File: src/rtl/vga_pattern_pkg.sv
// Shared types for the VGA test-pattern path: display-mode codes and debounce FSM encoding.
package vga_pattern_pkg;

  localparam int NUM_MODES = 14;

  typedef enum logic [3:0] {
    BLACK     = 4'd0,
    WHITE     = 4'd1,
    RED       = 4'd2,
    GREEN     = 4'd3,
    BLUE      = 4'd4,
    GRID_S    = 4'd5,
    GRID_L    = 4'd6,
    HGRAD     = 4'd7,
    VGRAD     = 4'd8,
    HGRAD_R   = 4'd9,
    HGRAD_G   = 4'd10,
    HGRAD_B   = 4'd11,
    BARS      = 4'd12,
    ALT_WHITE = 4'd13
  } mode_t;

  localparam mode_t LAST_MODE = mode_t'(4'(NUM_MODES - 1));

  typedef logic [1:0] deb_state_t;

  localparam deb_state_t DEB_IDLE      = 2'd0;
  localparam deb_state_t DEB_PRESS_CNT = 2'd1;
  localparam deb_state_t DEB_HELD      = 2'd2;
  localparam deb_state_t DEB_REL_CNT   = 2'd3;

  // Modes cycle through 0..NUM_MODES-1 and wrap back to BLACK.
  function automatic mode_t next_mode(input mode_t m);
    return (m == LAST_MODE) ? BLACK : mode_t'(m + 4'd1);
  endfunction

endpackage

File: src/rtl/key_debounce.sv
// Two-flop synchronizer plus press/release debounce; emits one key_req per qualified press.
module key_debounce
  import vga_pattern_pkg::*;
#(
  parameter int unsigned DEBOUNCE_CYCLES = 90000
) (
  input  logic clk,
  input  logic rstn,
  input  logic key_n,
  output logic key_req
);

  localparam int unsigned CW = (DEBOUNCE_CYCLES > 1) ? $clog2(DEBOUNCE_CYCLES) : 1;
  localparam logic [CW-1:0] CNT_LAST = CW'(DEBOUNCE_CYCLES - 1);

  logic          sync1_q;
  logic          key_s_q;
  deb_state_t    state_q, state_d;
  logic [CW-1:0] cnt_q, cnt_d;

  always_comb begin
    state_d = state_q;
    cnt_d   = cnt_q;
    key_req = 1'b0;
    case (state_q)
      DEB_IDLE: begin
        if (!key_s_q) begin
          state_d = DEB_PRESS_CNT;
          cnt_d   = '0;
        end
      end
      DEB_PRESS_CNT: begin
        if (key_s_q) begin
          state_d = DEB_IDLE;
        end else if (cnt_q == CNT_LAST) begin
          state_d = DEB_HELD;
          key_req = 1'b1;
        end else begin
          cnt_d = cnt_q + CW'(1);
        end
      end
      // Holding the key never re-arms; only a qualified release returns to IDLE.
      DEB_HELD: begin
        if (key_s_q) begin
          state_d = DEB_REL_CNT;
          cnt_d   = '0;
        end
      end
      DEB_REL_CNT: begin
        if (!key_s_q) begin
          state_d = DEB_HELD;
        end else if (cnt_q == CNT_LAST) begin
          state_d = DEB_IDLE;
        end else begin
          cnt_d = cnt_q + CW'(1);
        end
      end
      default: state_d = DEB_IDLE;
    endcase
  end

  always_ff @(posedge clk or negedge rstn) begin
    if (!rstn) begin
      sync1_q <= 1'b1;
      key_s_q <= 1'b1;
      state_q <= DEB_IDLE;
      cnt_q   <= '0;
    end else begin
      sync1_q <= key_n;
      key_s_q <= sync1_q;
      state_q <= state_d;
      cnt_q   <= cnt_d;
    end
  end

endmodule

File: src/rtl/pattern_mode_ctrl.sv
// Display-mode controller: merges key and auto-advance requests, commits one step per frame boundary.
module pattern_mode_ctrl
  import vga_pattern_pkg::*;
#(
  parameter int unsigned DEBOUNCE_CYCLES = 90000,
  parameter int unsigned AUTO_CYCLES     = 120000000
) (
  input  logic       clk,
  input  logic       rstn,
  input  logic       key_n,
  input  logic       auto_en,
  input  logic       frame_start,
  output logic [3:0] mode,
  output logic       mode_change,
  output logic       led
);

  localparam int unsigned AW = (AUTO_CYCLES > 1) ? $clog2(AUTO_CYCLES) : 1;
  localparam logic [AW-1:0] AUTO_LAST = AW'(AUTO_CYCLES - 1);

  logic          key_req;
  logic          auto_req;
  logic          req;
  logic [AW-1:0] auto_cnt_q, auto_cnt_d;
  logic          pending_q, pending_d;
  logic          mode_change_q, mode_change_d;
  logic          led_q, led_d;
  mode_t         mode_q, mode_d;

  key_debounce #(
    .DEBOUNCE_CYCLES(DEBOUNCE_CYCLES)
  ) u_key_debounce (
    .clk     (clk),
    .rstn    (rstn),
    .key_n   (key_n),
    .key_req (key_req)
  );

  // A manual press restarts the auto interval so the two don't fire back to back.
  always_comb begin
    auto_req = auto_en && (auto_cnt_q == AUTO_LAST);
    if (!auto_en || key_req || auto_req) begin
      auto_cnt_d = '0;
    end else begin
      auto_cnt_d = auto_cnt_q + AW'(1);
    end
  end

  assign req = key_req | auto_req;

  // Requests collapse into pending; a request landing on frame_start is applied right there.
  always_comb begin
    mode_d        = mode_q;
    led_d         = led_q;
    mode_change_d = 1'b0;
    pending_d     = pending_q | req;
    if (frame_start && (pending_q || req)) begin
      mode_d        = next_mode(mode_q);
      led_d         = ~led_q;
      mode_change_d = 1'b1;
      pending_d     = 1'b0;
    end
  end

  always_ff @(posedge clk or negedge rstn) begin
    if (!rstn) begin
      auto_cnt_q    <= '0;
      pending_q     <= 1'b0;
      mode_change_q <= 1'b0;
      led_q         <= 1'b0;
      mode_q        <= BLACK;
    end else begin
      auto_cnt_q    <= auto_cnt_d;
      pending_q     <= pending_d;
      mode_change_q <= mode_change_d;
      led_q         <= led_d;
      mode_q        <= mode_d;
    end
  end

  assign mode        = mode_q;
  assign mode_change = mode_change_q;
  assign led         = led_q;

endmodule

File: config.mk
export PLATFORM = sky130hd
export DESIGN_NAME = pattern_mode_ctrl
export DESIGN_NICKNAME = d
export VERILOG_FILES = /design/src/rtl/vga_pattern_pkg.sv /design/src/rtl/key_debounce.sv /design/src/rtl/pattern_mode_ctrl.sv
export SDC_FILE = /design/constraint.sdc
export NUM_CORES = 1
export LEC_CHECK = 0
export CAP_MARGIN = 25
export CORE_MARGIN = 2
export CORE_UTILIZATION = 23
export CTS_CLUSTER_DIAMETER = 150
export DETAILED_ROUTE_END_ITERATION = 10
export PLACE_DENSITY = 0.36
export SLEW_MARGIN = 20
export SYNTH_ARGS = -nofsm -noshare
export SYNTH_HDL_FRONTEND = slang
export SYNTH_SLANG_ARGS = --single-unit
File: constraint.sdc
create_clock -name clk -period 2.9 [get_ports clk]
set_input_delay 0.725 -clock clk [delete_from_list [all_inputs] [get_ports clk]]
set_output_delay 0.725 -clock clk [all_outputs]
set_load 0.01 [all_outputs]
# After elaboration in Yosys (flattened, before gate mapping)
# Index checks and enable logic that the tools add are counted.
[op_classes]
addsub = 3
eq_ne = 12
mux = 20
bitwise_logic = 3
n_reduce_logical = 9
[op_table]
columns = ["op", "n"]
rows = [
  ["$mux 17", 5],
  ["$pmux 17 s4", 1],
  ["$add 27x1->27 const B", 1],
  ["$eq 27x27->1 const B", 1],
  ["$mux 27", 1],
  ["$add 17x1->17 const B", 1],
  ["$eq 17x17->1 const B", 1],
  ["$mux 2", 6],
  ["$pmux 2 s4", 1],
  ["$reduce_and 4->1", 2],
  ["$mux 1", 5],
  ["$add 4x1->4 const B", 1],
  ["$eq 2x2->1 const B", 2],
  ["$eq 4x4->1 const B", 1],
  ["$mux 4", 1],
  ["$ne 2x1->1 const B", 2],
  ["$ne 2x2->1 const B", 2],
  ["$logic_or 1x1->1", 3],
  ["$ne 3x1->1 const B", 1],
  ["$ne 3x3->1 const B", 1],
  ["$eq 2x1->1 const B", 1],
  ["$logic_and 1x1->1", 2],
  ["$logic_not 2->1", 1],
  ["$or 1x1->1", 2],
  ["other kinds (2)", 2],
]
[word_totals]
regBits = 55
input_bits = 5
output_inout_bits = 6
wordCells = 56

# Longest topological paths before layout
[logic_depth]
word_depth = 8
ltp_mapped = 8
depth_no_buf = 6

# Modules after synthesis
# A second synthesis with hierarchy kept.
[unflattened]
cells_unflattened = 290
hier_area_um2 = 2896.5
[by_module_without_submodules]
columns = ["module", "n_inst", "cells_per_inst", "area_per_inst_um2", "seq_area_each_um2"]
rows = [
  ["pattern_mode_ctrl", 1, 166, 1676.6, 850.8],
  ["key_debounce", 1, 124, 1219.9, 528.0],
]

# Worst setup path before layout
# OpenSTA, ideal clock, no wires.
[synth_timing]
path_type = "register -> register"
startpoint = "register u_key_debounce.cnt_q[0]"
endpoint = "register mode_q[1], in the netlist mode[1]"
setup_time_ns = 0.125
t_arrival_ns = 2.072
required_time_ns = 2.775
slack_ns = 0.703
path_stages_with_launch = 8
path_buffers = 1
period_less_slack_ns = 2.197
cell_sequence = "dfrtp_1 -> ha_1 -> nand3_1 -> or3_4 -> or4_4 -> buf_6 -> a21oi_1 -> mux2_2"
[synth_via]
elab_chain_cells = 7
[synth_lines]
columns = ["element", "line", "text"]
rows = [
  ["start: declaration", "key_debounce.sv:19", "logic [CW-1:0] cnt_q, cnt_d;"],
  ["start signal: assignment", "key_debounce.sv:72", "cnt_q <= cnt_d;"],
  ["$eq 17x17->1", "key_debounce.sv:35", "end else if (cnt_q == CNT_LAST) begin"],
  ["$mux 1", "key_debounce.sv:35", ""],
  ["$mux 1", "key_debounce.sv:33", "if (key_s_q) begin"],
  ["$mux 1", "key_debounce.sv:25", "case (state_q)"],
  ["$or 1x1->1", "pattern_mode_ctrl.sv:49", "assign req = key_req | auto_req;"],
  ["$logic_or 1x1->1", "pattern_mode_ctrl.sv:57", "if (frame_start && (pending_q || req)) begin"],
  ["$logic_and 1x1->1", "pattern_mode_ctrl.sv:57", ""],
  ["end signal: assignment", "pattern_mode_ctrl.sv:77", "mode_q <= mode_d;"],
  ["end: declaration", "pattern_mode_ctrl.sv:28", "mode_t mode_q, mode_d;"],
]
# No other way between the ends.
# A chain may end at the register's enable or synchronous reset.

# Worst setup path in the final report
[layout_timing]
startpoint = "register u_key_debounce.cnt_q[0]"
endpoint = "register auto_cnt_q[11]"
[layout_via]
elab_chain_cells = 7
[layout_lines]
columns = ["element", "line", "text"]
rows = [
  ["$eq 17x17->1", "key_debounce.sv:35", ""],
  ["$mux 1", "key_debounce.sv:35", ""],
  ["$mux 1", "key_debounce.sv:33", ""],
  ["$mux 1", "key_debounce.sv:25", ""],
  ["$logic_or 1x1->1 (2 in a row)", "pattern_mode_ctrl.sv:42", "if (!auto_en || key_req || auto_req) begin"],
  ["$mux 27", "pattern_mode_ctrl.sv:42", ""],
  ["net auto_cnt_d[11]", "pattern_mode_ctrl.sv:24", "logic [AW-1:0] auto_cnt_q, auto_cnt_d;"],
  ["end signal: assignment", "pattern_mode_ctrl.sv:73", "auto_cnt_q <= auto_cnt_d;"],
  ["end: declaration", "pattern_mode_ctrl.sv:24", ""],
]
# The timed path passes the listed nets, and every way through them passes these cells.

==> summary by stage <==
Status
The run finished with clean final reports.

Cells and area
The count of inserted antenna diode cells is 0. The final layout contains 300 nets. The final cell count without fillers is 437. The fraction of final layout cells sized beyond drive strength 1 is 6.463%. The area growth from synthesis to layout is 14.50%.

The area of all placed cells without fillers is 0.003132 mm^2.

STA
The fmax is 0.4171 GHz. Setup repair after global routing left no endpoint under its margin. For the final routed database, the setup TNS stands at 0 ns. The clock arrives with 0.007076 ns of skew. The fraction of the cycle the final worst path needs is 82.68%.

The final count of hold timing violations came to 0. The total of endpoints with negative setup slack in the final report is 0. The worst slew slack as a fraction of its limit is 50.02%. The worst path in the final design needs a cycle of 2.398 ns, including I/O delays and setup. After layout, the worst setup slack is 0.5024 ns.

For the pin with the worst max-slew slack, the measured transition is 0.7497 ns. The max-slew violation count is 0.

Global route
The total overflow left after global routing is 0. The first global-routing pass estimated 10500 um of wire. The via count of the first global-routing pass is 2025. The pin count of the biggest net entering global routing is 56. The initial antenna violation count was 0. Global routing used 10.24% of the available tracks.

Worst setup path
By startpoint and endpoint, the worst setup path is classified as reg2reg. The last element of the critical path is auto_cnt_q[11]. The total buffers and inverters traversed by the critical path is 0. The worst flop-to-flop path startpoint is u_key_debounce.cnt_q[0]. Walking the worst path, the cells encountered are ha_1, nand3_1, or3_4, or4_4, nand3_2, nor2_1.

STA puts the critical path data required time at 3.05 ns. The signal arrival time at the worst endpoint is 2.55 ns. The stage delay of the slowest cell on the critical path is 0.57 ns.

STA classifies the critical path endpoint as a register. The instance count on the critical path is 6. The end of the worst register-to-register path is auto_cnt_q[11]. The slowest stage of the critical path is the or4_4 cell.

In this run the register-to-register setup slack is 0.50 ns. Tracing the worst setup path back leads to its startpoint at u_key_debounce.cnt_q[0]. The startpoint kind of the worst setup timing path is a register. The highest net fanout along the worst path is 25.

The number of cells on the worst reg-to-reg path is 6. Grouping stages by cell kind, the critical path spends the most delay in simple AND/OR/NAND/NOR gates.

Clocking
For this design, the CTS-stage hold fixing added 0 buffers. The total number of H-tree levels is 2. After clock tree synthesis, the clock-pin slew on the worst setup and hold paths is 0.07 ns. Post-CTS repair changed the size of 0 cells.

The clock tree from TritonCTS is built. The setup fix buffers added after clock tree synthesis is 0. The insertion delay of the later-clocked pin in the worst-skew pair is 0.29 ns. The total CTS buffers is 5. The root buffer cell is clkbuf_16.

The number of sinks on the clock net is 55. Counting along the longest clock path gives a buffer depth of 2.

Die
The number of primary I/O pins is 11. The overall die width is 113.1 um. The initial utilization of the core area, before any placement, comes to 23.75%. The die outline area is 0.01278 mm^2. In this run the standard cell core region covers 0.01152 mm^2. The die height is 113.1 um.

The placement row count is 39.

Yosys
Counting every net in the synthesized netlist gives 287. After synthesis, flip-flops and latches occupy 50.41% of the total area. Synthesis instantiated 37 different standard cells from the library.

Synthesis produced 280 cells. The synthesized netlist occupies a cell area of 0.002735 mm^2. After synthesis, the cell types taking the most area are dfrtp_1 (48%), xnor2_1 (8.3%), nor2_1 (7.4%). The leading area contributor after synthesis is dfrtp_1. The register bit count reported by yosys is 55. The count of flip-flops with a built-in enable after synthesis is 0.

Counting flops with an async set or reset pin after synthesis yields a share of 100.0%. The total number of yosys warnings is 0. The prevailing post-synth register cell is dfrtp_1. Averaged over all synthesized cells, the footprint is 9.768 um^2. The fraction of synthesized cell area taken by the top area cell type is 48.49%.

Drt
The first TritonRoute pass finished after 4 iterations. The highest signal layer in the routed design is met4. In the final routed layout, each cell accounts on average for 13.58 um. The number of vias in the routed layout is 1964.

The routed design uses 2534 um of met2 wire. The detailed router put a total of 3180 um of wire on met1. The number of design rule violations left after detail routing is 0. Wires add up to 5936 um. Once detail routing completed, the nets flagged for antenna violations numbered 0. The ratio of routed vias to standard cells is 4.494. The met3 wire length is 156 um. In this run, the number of DRC markers left after iteration 0 of detailed routing was 116.

Place
The detailed-placement wirelength estimate is 3955 um. The area of placed instances is 0.002995 mm^2. During placement, the flow inserted port buffers numbering 10.

The total placed cells including tap cells is 429. The weighted congestion reported at the end of routability-driven placement is 0.7085. Timing analysis after detailed placement gives a worst setup slack of 0.2761 ns.

Flow run
Across the run, the number of max-cap violations was 0.

Worst hold path
The start point of the worst hold path is u_key_debounce.sync1_q. In this run the worst hold path is classified as reg2reg.

Power
The total power divided by cell area is 473.2 mW/mm^2. The analysis attributes to cell leakage a power of 1.256 nW. The maximum vdd drop is 0.2351 mV. Summing internal, switching and leakage power gives 1.482 mW.
-- layout make-up --
| class | instances | area [um^2] |
|---|---|---|
| Sequential cell | 55 | 1379 |
| Timing Repair Buffer | 13 | 117.6 |
| Tap cell | 143 | 178.9 |
| Inverter | 6 | 22.52 |
| Clock buffer | 8 | 136.4 |
| Multi-Input combinational cell | 212 | 1297 |
| Fill cell | 1259 | 8384 |
-- worst reg2reg max path: cells and delay by family (launching register included) --
family                   cells  cell delay, ns
AND/OR/NAND/NOR              5            1.66
adder cells (fa/ha/maj)      1            0.20
flip-flops                   1            0.40
-- Yosys cell counts, types with 2 or more instances --
master and count:
or4_1 2, a211oi_1 3, o21ai_0 5, nor4_1 4, clkbuf_1 4, and4_1 4
nand4b_1 4, inv_1 6, nand2_1 22, a21oi_1 6, nor2_1 54, and3_1 10
nand3_1 16, xnor2_1 26, or3_1 2, nand4_1 10, ha_1 2, dfrtp_1 53
xor2_1 17, nand3_2 2, dfstp_2 2, nor3_1 8, buf_2 2, mux2_2 2
and2_1 2
-- registers in the layout, indices dropped and copies added, names as in the netlist, named ones only --
| signal | flops |
|---|---|
| auto_cnt_q | 27 |
| u_key_debounce.cnt_q | 17 |
| mode | 4 |
| led | 1 |
| mode_change | 1 |
| pending_q | 1 |
| u_key_debounce.key_s_q | 1 |
| u_key_debounce.state_q | 1 |
| u_key_debounce.sync1_q | 1 |
-- cell families (layout without fill, tap and decap cells) --
logic type,Yosys count,count (layout),share of synthesized area (%)
fa+ha+maj,2,2,0.9148
mux,2,2,0.8234
flops,55,55,50.41
buf+inv,13,27,2.150
xor+xnor,43,43,13.77
simple gates,147,147,27.49
compound gates,18,18,4.437
-- worst min path at each step --
| stage | end | slack, ns | cells past startpoint |
|---|---|---|---|
| finish | u_key_debounce.key_s_q | 0.36 | 0 |
| global route | u_key_debounce.key_s_q | 0.36 | 0 |
| CTS | u_key_debounce.key_s_q | 0.36 | 0 |
| detailed placement | u_key_debounce.key_s_q | 0.35 | 0 |
| global placement | u_key_debounce.key_s_q | 0.35 | 0 |
| floorplan | u_key_debounce.key_s_q | 0.35 | 0 |
-- report_power, final --
part / total [mW] / switching, mW / internal, mW
logic: 0.0813 / 0.0478 / 0.0336
registers: 0.807 / 0.0211 / 0.786
clock network: 0.593 / 0.271 / 0.323
-- through the flow --
stage	hold slack (ns)	util [%]
6_report	0.3564	27.19
5_1_grt	0.3603	27.19
4_1_cts	0.3572	27.19
3_5_place_dp	0.3470	26.01
3_3_place_gp	0.3455	26.01
2_1_floorplan	0.3452	-
-- cell usage in the layout (no fill, tap or decap), types with 2 or more instances in the layout --
cell type | Yosys | routed
nor2_1 | 54 | 54
or3_1 | 2 | 2
and3_1 | 10 | 10
o21ai_0 | 5 | 5
dfrtp_1 | 53 | 53
buf_4 | 0 | 3
ha_1 | 2 | 2
nand3_2 | 2 | 2
nor3_1 | 8 | 8
a21oi_1 | 6 | 6
nor4_1 | 4 | 4
mux2_2 | 2 | 2
nand4_1 | 10 | 10
clkdlybuf4s50_1 | 0 | 9
xnor2_1 | 26 | 26
nand4b_1 | 4 | 4
a211oi_1 | 3 | 3
inv_1 | 6 | 6
clkbuf_1 | 4 | 3
clkbuf_16 | 0 | 5
or4_1 | 2 | 2
xor2_1 | 17 | 17
nand2_1 | 22 | 22
nand3_1 | 16 | 16
and2_1 | 2 | 2
and4_1 | 4 | 4
dfstp_2 | 2 | 2
-- layer usage --
layer | track usage, % | vias up
met4 | 3.171 | 0
met5 | 0 | -
met3 | 2.357 | 4
met1 | 14.87 | 957
met2 | 15.13 | 22
li1 | - | 981
Power figures use the tool's default switching activity.
